==> config.mk <==
export PLATFORM = sky130hd
export DESIGN_NAME = multicycle_ctrl
export DESIGN_NICKNAME = d
export VERILOG_FILES = /design/src/rtl/multicycle_ctrl.sv
export SDC_FILE = /design/constraint.sdc
export NUM_CORES = 1
export LEC_CHECK = 0
export ABC_AREA = 1
export BUFFER_PORTS_ARGS = -buffer_cell sky130_fd_sc_hd__buf_4
export CORE_MARGIN = 4
export CORE_UTILIZATION = 45
export DETAILED_ROUTE_END_ITERATION = 10
export PLACE_DENSITY = 0.81
export SLEW_MARGIN = 20
export SYNTH_ARGS = -nofsm -noshare
export SYNTH_HDL_FRONTEND = slang
export SYNTH_SLANG_ARGS = --single-unit
export TNS_END_PERCENT = 30
==> constraint.sdc <==
create_clock -name clk -period 1.8 [get_ports clk]
set_input_delay 0 -clock clk [delete_from_list [all_inputs] [get_ports clk]]
set_output_delay 0 -clock clk [all_outputs]
set_load 0.01 [all_outputs]
==> src/rtl/multicycle_ctrl.sv <==
// Multi-cycle RV32I control FSM: FETCH/DECODE/EXEC/MEM/WB, decoded fields registered once per instruction, HALT on faults.
// Latency 4 cycles (ALU/branch/jump), 5 + wait cycles (load/store); a bus strobe is held until its own ack or the wait-state timeout.
module multicycle_ctrl #(
    parameter int                       IO_MATCH_BITS = 16,
    parameter logic [IO_MATCH_BITS-1:0] IO_BASE       = 16'hFFFF,
    parameter bit                       ENABLE_M      = 1'b0,
    parameter int                       TIMEOUT_CYC   = 255,
    parameter int                       ALU_OP_W      = 5
) (
    input  logic                clk,
    input  logic                rst_n,
    input  logic [31:0]         inst,
    input  logic [31:0]         addr,
    input  logic                mem_ack,
    input  logic                io_ack,
    output logic [2:0]          state,
    output logic                ir_write,
    output logic                pc_write,
    output logic [ALU_OP_W-1:0] alu_op,
    output logic [2:0]          alu_src,
    output logic                branch,
    output logic                mem_read,
    output logic                mem_write,
    output logic                io_read,
    output logic                io_write,
    output logic                mem_to_reg,
    output logic                reg_write,
    output logic                halted,
    output logic [1:0]          fault
);

    localparam logic [2:0] S_FETCH = 3'd0, S_DECODE = 3'd1, S_EXEC = 3'd2,
                           S_MEM   = 3'd3, S_WB     = 3'd4, S_HALT = 3'd5;
    localparam logic [1:0] CL_ALU = 2'd0, CL_LOAD = 2'd1, CL_STORE = 2'd2, CL_BR = 2'd3;
    localparam logic [2:0] SRC_RS2 = 3'd0, SRC_IMM = 3'd1, SRC_LINK = 3'd2,
                           SRC_LUI = 3'd3, SRC_AUIPC = 3'd4, SRC_SHAMT = 3'd5;
    localparam logic [1:0] F_NONE = 2'd0, F_ILL = 2'd1, F_TMO = 2'd2, F_SYS = 2'd3;
    localparam int         WCW    = (TIMEOUT_CYC > 1) ? $clog2(TIMEOUT_CYC + 1) : 1;
    localparam logic [WCW-1:0] TMAX = WCW'(TIMEOUT_CYC);

    logic [2:0]     state_q, state_d;
    logic [4:0]     alu_op_q, alu_op_d;
    logic [2:0]     alu_src_q, alu_src_d;
    logic           branch_q, branch_d;
    logic [1:0]     cls_q, cls_d;
    logic [1:0]     fault_q, fault_d;
    logic           sel_io_q, sel_io_d;
    logic [WCW-1:0] wait_q, wait_d;

    logic [4:0] dec_op;
    logic [2:0] dec_src;
    logic       dec_br;
    logic [1:0] dec_cls;
    logic [1:0] dec_flt;
    logic [2:0] f3;
    logic [6:0] f7;
    logic       ack_sel;
    logic       unused_ok;

    assign f3        = inst[14:12];
    assign f7        = inst[31:25];
    assign ack_sel   = sel_io_q ? io_ack : mem_ack;
    // Register/immediate fields and low address bits belong to the datapath.
    assign unused_ok = ^{inst, addr};

    function automatic logic [4:0] alu_f3(input logic [2:0] fn, input logic alt);
        case (fn)
            3'b000:  alu_f3 = alt ? 5'd1 : 5'd0;
            3'b001:  alu_f3 = 5'd2;
            3'b010:  alu_f3 = 5'd10;
            3'b011:  alu_f3 = 5'd12;
            3'b100:  alu_f3 = 5'd5;
            3'b101:  alu_f3 = alt ? 5'd4 : 5'd3;
            3'b110:  alu_f3 = 5'd6;
            default: alu_f3 = 5'd7;
        endcase
    endfunction

    always_ff @(posedge clk or negedge rst_n) begin
        if (!rst_n) begin
            state_q   <= S_FETCH;
            alu_op_q  <= '0;
            alu_src_q <= '0;
            branch_q  <= 1'b0;
            cls_q     <= CL_ALU;
            fault_q   <= F_NONE;
            sel_io_q  <= 1'b0;
            wait_q    <= '0;
        end else begin
            state_q   <= state_d;
            alu_op_q  <= alu_op_d;
            alu_src_q <= alu_src_d;
            branch_q  <= branch_d;
            cls_q     <= cls_d;
            fault_q   <= fault_d;
            sel_io_q  <= sel_io_d;
            wait_q    <= wait_d;
        end
    end

    always_comb begin
        dec_op  = 5'd0;
        dec_src = SRC_RS2;
        dec_br  = 1'b0;
        dec_cls = CL_ALU;
        dec_flt = F_NONE;
        case (inst[6:0])
            7'b0110011: begin
                if (f7 == 7'h01) begin
                    if (ENABLE_M) dec_op = {2'b10, f3};
                    else          dec_flt = F_ILL;
                end else if (f7 == 7'h00 || (f7 == 7'h20 && (f3 == 3'b000 || f3 == 3'b101))) begin
                    dec_op = alu_f3(f3, f7[5]);
                end else begin
                    dec_flt = F_ILL;
                end
            end
            7'b0010011: begin
                // Immediate shifts carry shamt in the imm field; only srai uses the alt bit.
                if (f3 == 3'b001 || f3 == 3'b101) begin
                    dec_src = SRC_SHAMT;
                    dec_op  = alu_f3(f3, inst[30]);
                end else begin
                    dec_src = SRC_IMM;
                    dec_op  = alu_f3(f3, 1'b0);
                end
            end
            7'b0000011: begin dec_src = SRC_IMM; dec_cls = CL_LOAD;  end
            7'b0100011: begin dec_src = SRC_IMM; dec_cls = CL_STORE; end
            7'b1100011: begin
                dec_cls = CL_BR;
                dec_br  = 1'b1;
                case (f3)
                    3'b000:  dec_op = 5'd8;
                    3'b001:  dec_op = 5'd9;
                    3'b100:  dec_op = 5'd10;
                    3'b101:  dec_op = 5'd11;
                    3'b110:  dec_op = 5'd12;
                    3'b111:  dec_op = 5'd13;
                    default: dec_flt = F_ILL;
                endcase
            end
            7'b1101111, 7'b1100111: begin dec_src = SRC_LINK; dec_br = 1'b1; end
            7'b0110111: dec_src = SRC_LUI;
            7'b0010111: dec_src = SRC_AUIPC;
            7'b1110011: dec_flt = F_SYS;
            default:    dec_flt = F_ILL;
        endcase
    end

    always_comb begin
        state_d  = state_q;
        fault_d  = fault_q;
        sel_io_d = sel_io_q;
        wait_d   = wait_q;
        case (state_q)
            S_FETCH:  state_d = S_DECODE;
            S_DECODE: begin
                if (dec_flt != F_NONE) begin
                    state_d = S_HALT;
                    fault_d = dec_flt;
                end else begin
                    state_d = S_EXEC;
                end
            end
            S_EXEC: begin
                wait_d = '0;
                if (cls_q == CL_LOAD || cls_q == CL_STORE) begin
                    state_d  = S_MEM;
                    sel_io_d = (addr[31 -: IO_MATCH_BITS] == IO_BASE);
                end else begin
                    state_d = S_WB;
                end
            end
            S_MEM: begin
                // An ack arriving on the timeout cycle still completes the access.
                if (ack_sel) begin
                    state_d = S_WB;
                end else if (TIMEOUT_CYC != 0 && wait_q == TMAX) begin
                    state_d = S_HALT;
                    fault_d = F_TMO;
                end else if (wait_q != '1) begin
                    wait_d = wait_q + 1'b1;
                end
            end
            S_WB:    state_d = S_FETCH;
            S_HALT:  state_d = S_HALT;
            default: state_d = S_FETCH;
        endcase
    end

    always_comb begin
        alu_op_d  = alu_op_q;
        alu_src_d = alu_src_q;
        branch_d  = branch_q;
        cls_d     = cls_q;
        if (state_q == S_DECODE) begin
            alu_op_d  = dec_op;
            alu_src_d = dec_src;
            branch_d  = dec_br;
            cls_d     = dec_cls;
        end
    end

    always_comb begin
        state      = state_q;
        alu_op     = ALU_OP_W'(alu_op_q);
        alu_src    = alu_src_q;
        branch     = branch_q;
        fault      = fault_q;
        halted     = (state_q == S_HALT);
        // Reset parks the FSM in FETCH; keep the IR load quiet until reset is released.
        ir_write   = (state_q == S_FETCH) && rst_n;
        pc_write   = (state_q == S_WB);
        reg_write  = (state_q == S_WB) && (cls_q == CL_ALU || cls_q == CL_LOAD);
        mem_to_reg = (state_q == S_WB) && (cls_q == CL_LOAD);
        mem_read   = (state_q == S_MEM) && (cls_q == CL_LOAD)  && !sel_io_q;
        io_read    = (state_q == S_MEM) && (cls_q == CL_LOAD)  &&  sel_io_q;
        mem_write  = (state_q == S_MEM) && (cls_q == CL_STORE) && !sel_io_q;
        io_write   = (state_q == S_MEM) && (cls_q == CL_STORE) &&  sel_io_q;
    end

endmodule

# Yosys cells after proc, flatten, opt, wreduce, memory -nomap -nowiden
# Index checks and enable logic that the tools add are counted.
dict set report word_totals {
  elab_cells 106
  regBits 25
  inputBits 68
  out_inout_bits 23
}
dict set report classes {
  n_eq_ne 35
  n_mux 31
  addsub 1
  reduce_logical 31
}
# op count
set ops {}
lappend ops {{$pmux W4 S7} 2}
lappend ops {{$pmux W3 S5} 2}
lappend ops {{$eq A7 B6 Y1 const B} 4}
lappend ops {{$eq A7 B7 Y1 const B} 4}
lappend ops {{$mux W8} 3}
lappend ops {{$pmux W4 S6} 1}
lappend ops {{$eq A3 B3 Y1 const B} 6}
lappend ops {{$mux W3} 6}
lappend ops {{$eq A16 B16 Y1 const B} 1}
lappend ops {{$pmux W8 S2} 1}
lappend ops {{$pmux W5 S3} 1}
lappend ops {{$eq A7 B5 Y1 const B} 2}
lappend ops {{$eq A3 B2 Y1 const B} 4}
lappend ops {{$logic_and A1 B1 Y1} 10}
lappend ops {{$ne A2 B2 Y1 const B} 5}
lappend ops {{$add A8 B1 Y8 const B} 1}
lappend ops {{$eq A8 B8 Y1 const B} 1}
lappend ops {{$mux W4} 2}
lappend ops {{$ne A8 B8 Y1 const B} 1}
lappend ops {{$pmux W2 S4} 1}
lappend ops {{$reduce_and A4 Y1} 2}
lappend ops {{$eq A7 B1 Y1 const B} 1}
lappend ops {{$eq A7 B2 Y1 const B} 1}
lappend ops {{$logic_not A7 Y1} 1}
lappend ops {{19 further kinds} 35}

# Depth between registers and ports, before layout
dict set report logic_depth {
  word_depth 10
  mapped_depth 10
  ltp_nobuf 10
}

# Least setup slack after synthesis
# OpenSTA, ideal clock, no wires.
dict set report synth_timing {
  path_kind {register -> register}
  from {reg wait_q[0]}
  to {reg wait_q[2]}
  synth_period_minus_slack_ps 1489
  stages_incl_launch_ff 10
  setup_ps 119
  path_buffers 1
  arrival_time_ps 1370
  setup_slack_ps 311
  required_ps 1681
  cell_sequence {dfrtp_1 -> ha_1 -> nand2_1 -> nor3_4 -> nand3_1 -> nand2_2 -> nand2_2 -> buf_6 -> a21oi_1 -> nor2_1}
}
dict set report synth_between {
  elab_chain_len 5
  word_cells_on_any_way 10
  cone_classes {add/sub (1); eq/ne (4); mux (4); reduce/logical (1)}
}
# item line_no
set synth_lines {}
lappend synth_lines {{start, declared} 48} ;# logic [WCW-1:0] wait_q, wait_d;
lappend synth_lines {{start signal, assigned} 97} ;# wait_q <= wait_d;
lappend synth_lines {{$add A8 B1 Y8} 183} ;# wait_d = wait_q + 1'b1;
lappend synth_lines {{$mux W8} 182} ;# end else if (wait_q != '1) begin
lappend synth_lines {{$mux W8} 179} ;# end else if (TIMEOUT_CYC != 0 && wait_q == TMAX) begin
lappend synth_lines {{$mux W8} 177} ;# if (ack_sel) begin
lappend synth_lines {{$pmux W8 S2} 156} ;# case (state_q)
# Parallel ways exist; a longest one is shown, timed or not. The select of a mux whose other input is x is not followed.
# A chain may end at the register's enable or synchronous reset.

# Final worst setup path
# Same ends and word-level chain as after synthesis.

==> summary.txt <==
Status
  • Status: completed

Power
  • Sw power: 241.6 uW
  • Sw frac: 0.2111
  • Clock power frac: 0.417
  • Leakage power: 0.001128 uW
  • Peak VDD IR: about 0.00036 V
  • PD cells: a little over 500 nW/um2
  • Internal power: 902.5 uW
  • Comb pwr share: 0.112
  • Flop pwr share: 0.471

Critical path
  • CP Buf/Inv Count: 0
  • Worst setup EP type: flop
  • Top cell by count, worst path: nand2_2
  • Worst Path Max Fanout: 11
  • Worst path cell trace: ha_2 > nand2_1 > nor3_4 > nand3_1 > nand2_2 > nand2_2 > a21oi_1 > nor2_1
  • Startpoint Class: flop
  • Worst Path Arrival: 1780 ps
  • Slowest CP cell: dfrtp_1
  • Cell family with most CP delay: simple AND/OR/NAND/NOR gates
  • Slowest Stage Delay on Critical Path: around 400 ps
  • CP Class: reg -> reg
  • CP Data Required Time: 1960 ps

Global routing
  • Total global routing track utilization: 0.1945
  • Global-route wire length before repair: 7.162 mm
  • Largest net degree at the start of global routing: 26
  • Aggregate global routing overflow: 0
  • Initial antenna violation count: 0
  • Vias in the first global route: roughly 1,700

STA
  • Final WS setup: 182.3 ps
  • Sum of negative setup slack: 0 ps
  • RSZ-0062 raised after global routing: false
  • Minimum clock period: 1618 ps
  • Fin crit share: 0.8987
  • Final Hold Vio Count: 0
  • Number of setup violations in the final report: 0
  • Layout Skew: about 2 ps
  • Max-slew violation count: 0
  • Fmax: 618.2 MHz

Drt
  • DRC marker count from the first detailed-route iteration: 67
  • WL final: around 4.3 mm
  • Vias per cell: 5.182
  • Vias: roughly 1,800
  • Routed length per instance: 12.30 um
  • Pre-antenna DRT Iters: 4
  • Remaining DRCs: 0
  • Routed Antenna Nets: 0

Logic synthesis
  • Sequential share of the synthesized area: 0.3639
  • Post-synthesis instance area: 1650 um2
  • #FFs+latches synth: 24
  • Cells after synthesis: 239
  • Post-Syn Nets: 311
  • Syn_area_per_cell: 6.905 um2
  • Largest area contributor in the netlist: dfrtp_1
  • Top post-synthesis cells by area: dfrtp_1 36%, nand2_1 13%, nor2_1 6.8%
  • Top-area cell type share of the netlist area: 0.3639
  • Synth cell types: 35
  • Warnings from Yosys: 0

Floorplanning
  • Starting density of the core: 0.4795
  • Die X-Extent: 68.56 um
  • Die ar.: 4700 um2
  • Cell Rows: 21
  • Core area: 3442 um2
  • I/O pin cnt: 91
  • Chip height: 68.56 um

Clock tree
  • CTS Buf Count: 3
  • Clock Latency Late Sink: 270 ps
  • Reg clk slew, reported paths: 90 ps
  • TritonCTS Sinks: 24
  • Longest Clk Path Bufs: 2
  • Root Driver: clkbuf_8
  • CTS H-tree depth: 1
  • CTS tree: done

Worst hold path
  • Hold Crit Class: in -> reg

Layout
  • Final Util: 0.6423
  • Syn-to-layout area delta: 33.97%
  • NumNets Final: 373
  • Diodes inserted: 0
  • Share of cells above drive strength 1: 0.2633
  • Area of the multi-input gates: 912.1 um2
  • Sequential cell area: 600.6 um2
  • Fill cell count: 315

Place
  • Setup Slack @ Placement: 157.8 ps
  • Gpl congestion: 0.8620
  • Hpwl dp: 3.459 mm
  • Buffers added on ports: between 50 and 60

Flow run
  • Maxcap violations: 0
==> synth_stat cells, drive strengths merged <==
master	number
a211oi	1
or2	2
nor2	33
nand3	20
a21o	1
o22ai	1
o21a	3
a31oi	1
nor4	3
and2	1
and3	1
conb	1
dfrtp	24
nand3b	1
buf	3
o21ai	13
inv	31
nand2	61
nand4	11
o211ai	3
a21oi	10
o31ai	1
ha	4
nor3	9
==> layout by cell type, fill, tap and decap left out, types with 2 or more instances in the layout <==
cell type / netlist / final
a21oi_1: 9 / 9
buf_4: 1 / 59
clkbuf_8: 0 / 3
dfrtp_1: 24 / 24
ha_1: 4 / 3
inv_1: 25 / 25
inv_2: 6 / 6
nand2_1: 59 / 59
nand2_2: 2 / 2
nand3_1: 18 / 18
nand3_2: 2 / 2
nand4_1: 11 / 11
nor2_1: 30 / 30
nor2_2: 2 / 2
nor3_1: 8 / 8
nor4_1: 3 / 3
o211ai_1: 3 / 3
o21a_1: 3 / 3
o21ai_0: 9 / 9
o21ai_1: 4 / 4
==> power groups by stage <==
stage	clock, uW	sequential (uW)	combinational [uW]
6_report	477	539	128
5_1_grt	498	539	143
4_1_cts	481	539	129
3_5_place_dp	0	550	127
3_3_place_gp	0	550	124
2_1_floorplan	0	550	40.6
==> per-layer routing <==
metal,global-route usage,up-vias,wire length (um)
met5,0,-,0
met4,0.04218,0,35
met3,0.02755,4,366
met2,0.3540,63,2022
met1,0.2418,814,1832
li1,-,912,-
==> cell families after synthesis <==
logic type | count (synthesis) | synth area share
buf+inv | 34 | 0.08491
other cells | 1 | 0.002272
simple gates | 142 | 0.3980
fa+ha+maj | 4 | 0.03033
compound gates | 34 | 0.1206
flops | 24 | 0.3639
==> state kept, by name, indices dropped and copies added, names as in the netlist <==
register,flops
alu_op,4
alu_src,3
branch,1
cls_q,2
fault,2
sel_io_q,1
state,3
wait_q,8
==> worst paths after layout <==
check                      slack, ps    endpoint       from  depth (start not counted)
min reg2reg                      480    fault[1]   fault[1]                          2
max                              180   wait_q[2]  wait_q[0]                          8
min in group asynchronous        170   wait_q[2]      rst_n                          2
max in group asynchronous       1380   alu_op[3]      rst_n                          2
min                               60  alu_src[2]    inst[5]                          4
max reg2reg                      180   wait_q[2]  wait_q[0]                          8
==> worst min-delay path, cell delays in order <==
cell,delay (ps)
buf_4,120
nor2_1,60
nand2_1,60
nand2_1,50
==> per-stage QoR <==
step	hold slack (ps)	power [uW]	instance area (um2)	std cells
3_5_place_dp	-75.10	676.9	2127	341
5_1_grt	77.13	1180	2211	346
3_3_place_gp	-82.21	673.5	2127	341
6_report	57.12	1144	2211	346
4_1_cts	58.73	1148	2208	346
2_1_floorplan	-295.6	590.8	1650	239
==> layout make-up <==
| cell class | instances | share of cell area |
|---|---|---|
| flip-flops and latches | 24 | 0.2716 |
| multi-input cells | 181 | 0.4126 |
| clock buffers | 3 | 0.01868 |
| clock inverters | 1 | 0.01358 |
| well taps | 46 | 0.02603 |
| repair buffers | 60 | 0.2049 |
| inverters | 31 | 0.05263 |
==> what timing repair did <==
action	CTS	global route
resized for setup	0	1
hold endpoints to repair	24	0
hold buffers	1	0
endpoints found under the setup margin	0	1
buffers inserted	0	0
Power figures use the tool's default switching activity.
